File: src/rtl/hazard_ctrl.sv
// hazard_ctrl: tracks in-flight destination registers of the post-decode stages
// and derives operand forwarding selects, load-use stalls with bubble insertion,
// branch flushes and bus wait-state freezes for the pipelined cpu_core.
// Optional feature macro: HAZARD_PERF_CNT_EN adds perf_stall_cnt / perf_flush_cnt.
module hazard_ctrl #(
    parameter int REG_AW   = 5,
    parameter int DEPTH    = 3,
    parameter int LOAD_LAT = 1,
    parameter int SEL_W    = $clog2(DEPTH + 1)
) (
    input  logic              clk,
    input  logic              rst,
    input  logic              id_valid,
    input  logic [REG_AW-1:0] id_rs1,
    input  logic [REG_AW-1:0] id_rs2,
    input  logic              id_rs1_used,
    input  logic              id_rs2_used,
    input  logic [REG_AW-1:0] id_rd,
    input  logic              id_reg_we,
    input  logic              id_is_load,
    input  logic              ex_branch_taken,
    input  logic              bus_ready,
    output logic              stall_if,
    output logic              stall_id,
    output logic              bubble_ex,
    output logic              flush_if,
    output logic              flush_id,
    output logic              freeze,
    output logic [SEL_W-1:0]  fwd_rs1_sel,
    output logic [SEL_W-1:0]  fwd_rs2_sel
`ifdef HAZARD_PERF_CNT_EN
    ,
    output logic [31:0]       perf_stall_cnt,
    output logic [31:0]       perf_flush_cnt
`endif
);

    typedef struct packed {
        logic              valid;
        logic [REG_AW-1:0] rd;
        logic              we;
        logic              load;
    } sb_entry_t;

    // Index 0 is the instruction now in EX, DEPTH-1 the one in WB.
    sb_entry_t sb_reg [DEPTH];

    logic             frozen;
    logic             rs1_live;
    logic             rs2_live;
    logic [DEPTH-1:0] match_rs1;
    logic [DEPTH-1:0] match_rs2;
    logic [SEL_W-1:0] sel_rs1;
    logic [SEL_W-1:0] sel_rs2;
    logic             haz_rs1;
    logic             haz_rs2;
    logic             load_use;

    assign frozen = !bus_ready;

    // x0 is hard-wired zero, so a source of x0 never depends on anything.
    assign rs1_live = id_valid && id_rs1_used && (id_rs1 != '0);
    assign rs2_live = id_valid && id_rs2_used && (id_rs2 != '0);

    generate
        for (genvar gi = 0; gi < DEPTH; gi++) begin : g_match
            assign match_rs1[gi] = rs1_live && sb_reg[gi].valid && sb_reg[gi].we
                                   && (sb_reg[gi].rd == id_rs1);
            assign match_rs2[gi] = rs2_live && sb_reg[gi].valid && sb_reg[gi].we
                                   && (sb_reg[gi].rd == id_rs2);
        end
    endgenerate

    // Youngest-match search: scanning oldest to youngest lets the lowest index win.
    always_comb begin
        sel_rs1 = '0;
        sel_rs2 = '0;
        haz_rs1 = 1'b0;
        haz_rs2 = 1'b0;
        for (int k = DEPTH - 1; k >= 0; k--) begin
            if (match_rs1[k]) begin
                sel_rs1 = SEL_W'(k + 1);
                haz_rs1 = sb_reg[k].load && (k < LOAD_LAT);
            end
            if (match_rs2[k]) begin
                sel_rs2 = SEL_W'(k + 1);
                haz_rs2 = sb_reg[k].load && (k < LOAD_LAT);
            end
        end
    end

    assign load_use = haz_rs1 || haz_rs2;

    // freeze tracks the bus directly, even while reset is held.
    assign freeze = frozen;

    // Control decode: freeze beats branch flush beats load-use stall.
    always_comb begin
        stall_if    = 1'b0;
        stall_id    = 1'b0;
        bubble_ex   = 1'b0;
        flush_if    = 1'b0;
        flush_id    = 1'b0;
        fwd_rs1_sel = '0;
        fwd_rs2_sel = '0;
        if (!rst) begin
            // Data not ready yet during a load-use hazard, so the mux is parked on 0.
            fwd_rs1_sel = load_use ? '0 : sel_rs1;
            fwd_rs2_sel = load_use ? '0 : sel_rs2;
            if (frozen) begin
                stall_if = 1'b1;
                stall_id = 1'b1;
            end else if (ex_branch_taken) begin
                // The ID instruction is on the wrong path; any stall it wanted is moot.
                flush_if = 1'b1;
                flush_id = 1'b1;
            end else if (load_use) begin
                stall_if  = 1'b1;
                stall_id  = 1'b1;
                bubble_ex = 1'b1;
            end
        end
    end

    // Scoreboard shift: advances with the pipeline, holds while frozen.
    always_ff @(posedge clk or posedge rst) begin
        if (rst) begin
            for (int k = 0; k < DEPTH; k++) begin
                sb_reg[k] <= '0;
            end
        end else if (!frozen) begin
            sb_reg[0].valid <= id_valid && !bubble_ex && !flush_id;
            sb_reg[0].rd    <= id_rd;
            sb_reg[0].we    <= id_reg_we;
            sb_reg[0].load  <= id_is_load;
            for (int k = 1; k < DEPTH; k++) begin
                sb_reg[k] <= sb_reg[k-1];
            end
        end
    end

`ifdef HAZARD_PERF_CNT_EN
    logic [31:0] stall_cnt_reg;
    logic [31:0] flush_cnt_reg;

    // Event counters; bubble_ex and flush_id are already low while frozen.
    always_ff @(posedge clk or posedge rst) begin
        if (rst) begin
            stall_cnt_reg <= '0;
            flush_cnt_reg <= '0;
        end else begin
            if (bubble_ex) begin
                stall_cnt_reg <= stall_cnt_reg + 32'd1;
            end
            if (flush_id) begin
                flush_cnt_reg <= flush_cnt_reg + 32'd1;
            end
        end
    end

    assign perf_stall_cnt = stall_cnt_reg;
    assign perf_flush_cnt = flush_cnt_reg;
`endif

endmodule

File: config.mk
export PLATFORM = sky130hd
export DESIGN_NAME = hazard_ctrl
export DESIGN_NICKNAME = d
export VERILOG_FILES = /design/src/rtl/hazard_ctrl.sv
export SDC_FILE = /design/constraint.sdc
export NUM_CORES = 1
export LEC_CHECK = 0
export CORE_MARGIN = 2
export CORE_UTILIZATION = 30
export CTS_CLUSTER_DIAMETER = 60
export CTS_CLUSTER_SIZE = 12
export DETAILED_ROUTE_END_ITERATION = 10
export GPL_TIMING_DRIVEN = 1
export PLACE_DENSITY = 0.63
export SETUP_SLACK_MARGIN = 0.4
export SLEW_MARGIN = 20
export SYNTH_ARGS = -nofsm -noshare
export SYNTH_HDL_FRONTEND = slang
export SYNTH_SLANG_ARGS = --single-unit
File: constraint.sdc
create_clock -name clk -period 7.28 [get_ports clk]
set_clock_uncertainty 0.1 [all_clocks]
set_input_delay 2.184 -clock clk [delete_from_list [all_inputs] [get_ports clk]]
set_output_delay 2.184 -clock clk [all_outputs]
set_load 0.005 [all_outputs]
======== After elaboration in Yosys (flattened, before gate mapping) ========
Cells that the tools add are included.
storage, ports and cells
  bits in registers ....................... 22
  word-level logic and storage cells ...... 67
  output and inout port bits .............. 10
  bits of input ports ..................... 24
operators by class
  equality and inequality tests ........... 6
  reductions and logical operators ........ 30
  multiplexer cells ....................... 21
operators by type and width
  kind                 number
  $eq A5 B5 Y1         6
  $logic_and A1 B1 Y1  24
  $mux W2              10
  $mux W1              11
  $reduce_bool A5 Y1   2
  $logic_not A1 Y1     3
  $logic_or A1 B1 Y1   1

======== Depth between registers and ports, before layout ========
  depth after elaboration ................. 14
  depth in mapped cells ................... 6
  gate-level depth less buffers ........... 5

======== Worst setup path after synthesis ========
OpenSTA, ideal clock, no wires.
  kind .................................... input to output
  start point ............................. input id_rs1[0]
  end point ............................... output stall_if
  path slack .............................. 1.520 ns
  stages .................................. 6
  arrival time ............................ 3.476 ns
  buffers on the path ..................... 1
  data required time ...................... 4.996 ns
  cells stage by stage .................... xnor2_1 nand4_1 nor4_2 o211ai_1 a21oi_1 buf_4
on the way
  longest elaborated chain between the ends .. 11
  elaborated cells on any way between the ends .. 12
  those cells by class .................... eq/ne: 1; mux: 5; reduce/logical: 6
ends and longest elaborated chain
  item                               line  source
  start: declaration                 14    input logic [REG_AW-1:0] id_rs1,
  $reduce_bool A5 Y1                 62    assign rs1_live = id_valid && id_rs1_used && (id_rs1 != '0);
  $logic_and A1 B1 Y1                62
  $logic_and A1 B1 Y1 (2 in series)  67    assign match_rs1[gi] = rs1_live && sb_reg[gi].valid && sb_reg[gi].we
  $logic_and A1 B1 Y1 *              68    && (sb_reg[gi].rd == id_rs1);
  $mux W1 *                          81    if (match_rs1[k]) begin
  $logic_or A1 B1 Y1 *               92    assign load_use = haz_rs1 || haz_rs2;
  $mux W1 * (4 in series)            n/a
  end: declaration                   23    output logic stall_if,
Mark *: on every way between the ends. The rest lies on a longest branch, timed or not.

======== Final worst setup path ========
  start point ............................. input id_rs2[4]
  end point ............................... output fwd_rs2_sel[1]
on the way
  longest elaborated chain between the ends .. 10
  elaborated cells on any way between the ends .. 21
  those cells by class .................... eq/ne: 3; mux: 6; reduce/logical: 12
ends and longest elaborated chain
  item                               line  source
  start: declaration                 15    input logic [REG_AW-1:0] id_rs2,
  $reduce_bool A5 Y1                 63    assign rs2_live = id_valid && id_rs2_used && (id_rs2 != '0);
  $logic_and A1 B1 Y1                63
  $logic_and A1 B1 Y1 (2 in series)  69    assign match_rs2[gi] = rs2_live && sb_reg[gi].valid && sb_reg[gi].we
  $logic_and A1 B1 Y1                70    && (sb_reg[gi].rd == id_rs2);
  $mux W2 (3 in series)              85    if (match_rs2[k]) begin
  $mux W2 *                          109   fwd_rs2_sel = load_use ? '0 : sel_rs2;
  $mux W2 *                          106   if (!rst) begin
  end: declaration                   30    output logic [SEL_W-1:0] fwd_rs2_sel
Marks and branches as above.

==> report_table.html <==
<table>
<tr><th>Metric</th><th>Value</th></tr>
<tr><th colspan="2">Drt</th></tr>
<tr><td>Final wirelength</td><td>3220 µm</td></tr>
<tr><td>Drt initial violations</td><td>22</td></tr>
<tr><td>DRT antenna net count</td><td>0</td></tr>
<tr><td>DRC violations left</td><td>0</td></tr>
<tr><td>Mean routed wirelength per cell</td><td>15.7 µm</td></tr>
<tr><td>Total via count in the routed design</td><td>1,055</td></tr>
<tr><td>First-pass detailed-route iteration total</td><td>4</td></tr>
<tr><td>Vias per cell</td><td>5.15</td></tr>
<tr><th colspan="2">Finish</th></tr>
<tr><td>Max reg flops</td><td>22</td></tr>
<tr><td>Number of inserted diodes</td><td>0</td></tr>
<tr><td>Fraction of the core area covered by cells at the end of the flow</td><td>42.3%</td></tr>
<tr><td>Area Growth Syn to Fin</td><td>34.8%</td></tr>
<tr><td>Final nets</td><td>178</td></tr>
<tr><td>Layout cells sized above 1</td><td>24.2%</td></tr>
<tr><th colspan="2">Setup path</th></tr>
<tr><td>Capturing element type of the critical path</td><td>output pin</td></tr>
<tr><td>Worst Reg2Reg Path Length in Cells</td><td>5</td></tr>
<tr><td>Critical Path Fanout Max</td><td>4</td></tr>
<tr><td>Worst R2R End</td><td>sb_reg[23]</td></tr>
<tr><td>WP data arrival</td><td>4.47 ns</td></tr>
<tr><td>Required time of the critical path</td><td>5.00 ns</td></tr>
<tr><td>Setup slack, reg-to-reg</td><td>5.44 ns</td></tr>
<tr><td>Worst reg2reg startpoint</td><td>sb_reg[18]</td></tr>
<tr><td>Path type of the worst setup path</td><td>input port to output pin</td></tr>
<tr><td>Worst setup SP type</td><td>input port</td></tr>
<tr><th colspan="2">Die</th></tr>
<tr><td>Total Die Area</td><td>5140 µm²</td></tr>
<tr><td>Boundary Pins</td><td>34</td></tr>
<tr><td>Initial Utilization</td><td>31.4%</td></tr>
<tr><td>Core region area</td><td>4380 µm²</td></tr>
<tr><td>Site Rows</td><td>24</td></tr>
<tr><td>Height of the die</td><td>71.7 µm</td></tr>
<tr><td>Width of the die</td><td>71.7 µm</td></tr>
<tr><th colspan="2">Logic synthesis</th></tr>
<tr><td>Commonest cells in the synthesized netlist</td><td>xnor2_1 (24), dfrtp_1 (22), mux2_2 (21)</td></tr>
<tr><td>Syn Std Cell Area</td><td>1380 µm²</td></tr>
<tr><td>Number of storage elements in the synthesis netlist</td><td>22</td></tr>
<tr><td>Mapped Avg Cell Area</td><td>11.8 µm²</td></tr>
<tr><td>Sequential fraction of the synthesis area</td><td>40.0%</td></tr>
<tr><td>Yosys top cell area share</td><td>40.0%</td></tr>
<tr><td>Yosys Warn Count</td><td>0</td></tr>
<tr><td>Post-synth top flop</td><td>dfrtp_1</td></tr>
<tr><td>Dominant cell by count in the synthesized netlist</td><td>xnor2_1</td></tr>
<tr><td>Post-synthesis net count</td><td>141</td></tr>
<tr><td>Number of instances in the synthesized netlist</td><td>117</td></tr>
<tr><td>Number of flops mapped to enable cells by yosys</td><td>0</td></tr>
<tr><td>Main area contributors after synthesis</td><td>dfrtp_1 (40%), mux2_2 (17%), xnor2_1 (15%)</td></tr>
<tr><td>Distinct cells, synth</td><td>24</td></tr>
<tr><td>Synth async-reset ratio</td><td>100%</td></tr>
<tr><td>Dominant cell type by area after synthesis</td><td>dfrtp_1</td></tr>
<tr><th colspan="2">STA</th></tr>
<tr><td>Maximum operating frequency</td><td>148 MHz</td></tr>
<tr><td>Total of endpoints with negative setup slack in the final report</td><td>0</td></tr>
<tr><td>Setup_tns</td><td>0 ns</td></tr>
<tr><td>Clock period minus final worst setup slack</td><td>6.76 ns</td></tr>
<tr><td>Transition time at the pin with the least slew margin</td><td>0.440 ns</td></tr>
<tr><td>Setup repair after global routing missed its margin</td><td>no</td></tr>
<tr><td>Final hold viol count</td><td>0</td></tr>
<tr><td>Tightest slew margin relative to the limit</td><td>70.4%</td></tr>
<tr><td>Max Transition Viols Final</td><td>0</td></tr>
<tr><td>Final period util</td><td>92.8%</td></tr>
<tr><th colspan="2">Global route</th></tr>
<tr><td>Global-route wire length before repair</td><td>5650 µm</td></tr>
<tr><td>Number of antenna violations at the first check in global routing</td><td>0</td></tr>
<tr><td>GR Util All Layers</td><td>14.1%</td></tr>
<tr><td>Maximum number of pins on one net before global-route repair</td><td>23</td></tr>
<tr><td>Remaining global-route overflow</td><td>0</td></tr>
<tr><td>Vias in the first global route</td><td>1,175</td></tr>
<tr><th colspan="2">Pwr</th></tr>
<tr><td>Leakage power total</td><td>0.744 nW</td></tr>
<tr><td>Net switching share of the total power</td><td>28.8%</td></tr>
<tr><td>Comb pwr share</td><td>25.1%</td></tr>
<tr><td>Peak supply drop</td><td>0.101 mV</td></tr>
<tr><td>Power density cells</td><td>181 nW/µm²</td></tr>
<tr><td>Net switching power</td><td>0.0967 mW</td></tr>
<tr><td>Fraction of power consumed by the clock network</td><td>26.4%</td></tr>
<tr><td>Overall power after layout</td><td>0.335 mW</td></tr>
<tr><td>Internal power contribution</td><td>0.239 mW</td></tr>
<tr><td>Sequential group share of total power</td><td>48.5%</td></tr>
<tr><th colspan="2">Worst hold path</th></tr>
<tr><td>Worst hold path cell count</td><td>1</td></tr>
<tr><td>Type of the most critical hold path</td><td>flip-flop to flip-flop</td></tr>
<tr><td>Hold Path Origin</td><td>sb_reg[1]</td></tr>
<tr><td>Endpoint of the worst hold-timing path</td><td>sb_reg[1]</td></tr>
<tr><th colspan="2">Placed design</th></tr>
<tr><td>Routability congestion estimate</td><td>0.823</td></tr>
<tr><td>Post-detailed-placement half-perimeter wirelength</td><td>2590 µm</td></tr>
<tr><td>Port buffer count</td><td>33</td></tr>
<tr><th colspan="2">Clock tree</th></tr>
<tr><td>Reg clk slew, reported paths</td><td>0.08 ns</td></tr>
<tr><td>Number of H-tree levels</td><td>1</td></tr>
<tr><td>Number of buffers inserted during clock tree synthesis</td><td>3</td></tr>
<tr><td>Library cell used as clock root buffer</td><td>clkbuf_8</td></tr>
<tr><td>Num Clock Sinks</td><td>22</td></tr>
<tr><td>Bufs on Longest Clock Path</td><td>2</td></tr>
<tr><td>Clock tree from TritonCTS</td><td>built</td></tr>
<tr><td>Insertion delay to the later sink of the worst-skew pair</td><td>0.27 ns</td></tr>
<tr><th colspan="2">Run</th></tr>
<tr><td>Max-capacitance violation count</td><td>0</td></tr>
<tr><th colspan="2">Status</th></tr>
<tr><td>Run status</td><td>finished clean</td></tr>
</table>
-- power by group through the flow --
stage               Combinational, mW  Sequential (mW)  Clock [mW]
floorplan                      0.0553            0.158           0
global placement               0.0817            0.164           0
detailed placement             0.0833            0.165           0
CTS                            0.0841            0.162      0.0913
global route                   0.0922            0.166      0.0971
finish                         0.0841            0.163      0.0885
-- per-stage QoR --
step / setup WS (ns) / instance area (µm²) / hold WS (ns) / cells
6_report: 0.524 / 1850 / 0.433 / 205
5_1_grt: 0.415 / 1850 / 0.451 / 205
4_1_cts: 0.347 / 1820 / 0.437 / 204
3_5_place_dp: 0.328 / 1760 / 0.420 / 200
3_3_place_gp: 0.342 / 1760 / 0.390 / 200
2_1_floorplan: 1.52 / 1380 / 0.377 / 117
-- cell families after synthesis --
logic type	Yosys count	synth area share (%)
buffers and inverters	8	3.28
flip-flops	22	40.0
XOR/XNOR	30	19.1
AND/OR/NAND/NOR	25	12.4
AO/OA/AOI/OAI	11	8.01
multiplexers	21	17.2
-- layout by cell type (no fill, tap or decap), types with 6 or more instances in the layout --
| master | instances |
|---|---|
| xnor2_1 | 24 |
| mux2_2 | 21 |
| dfrtp_1 | 22 |
| xor2_1 | 6 |
| clkdlybuf4s50_1 | 23 |
| dlymetal6s2s_1 | 6 |
| nand4_1 | 6 |
-- how the worst max path moves through the flow --
| stage | from | slack (ns) | to | cells past startpoint |
|---|---|---|---|---|
| floorplan | id_rs1[0] | 1.52 | stall_if | 6 |
| global placement | id_rs1[3] | 0.34 | fwd_rs1_sel[1] | 7 |
| detailed placement | id_rs1[3] | 0.33 | fwd_rs1_sel[1] | 7 |
| CTS | id_rs1[0] | 0.35 | bubble_ex | 7 |
| global route | id_rs2[4] | 0.42 | bubble_ex | 7 |
| finish | id_rs2[4] | 0.52 | fwd_rs2_sel[1] | 8 |
-- repair_timing --
| action | in CTS | in global routing |
|---|---|---|
| pin swaps | 0 | 2 |
| setup buffers | 0 | 1 |
| setup endpoints to repair | 5 | 6 |
| endpoints found under the hold margin | 0 | 0 |
| resized for setup | 5 | 8 |
| hold buffers | 0 | 0 |
-- critical path, stage by stage --
cell and delay, ns:
clkdlybuf4s50_1 0.57, or4_1 0.16, o211ai_2 0.12, buf_4 0.16
or4_1 0.53, nor2b_1 0.16, a2111oi_2 0.29, dlygate4sd2_1 0.29
-- per-layer routing --
metal	routed length (µm)	GRT usage [%]	vias to the layer above
met4	78	6.92	0
met3	137	2.11	7
met1	1360	17.4	522
met2	1640	24.0	31
met5	0	0	-
li1	-	-	495
-- area by class of cell --
cell class	instances	area [µm²]
inverters	3	11.3
multi-input cells	87	802
fillers	424	2530
clock buffers	4	55.1
flip-flops and latches	22	551
well taps	52	65.1
repair buffers	37	370
(Power assumes the default switching activity.)
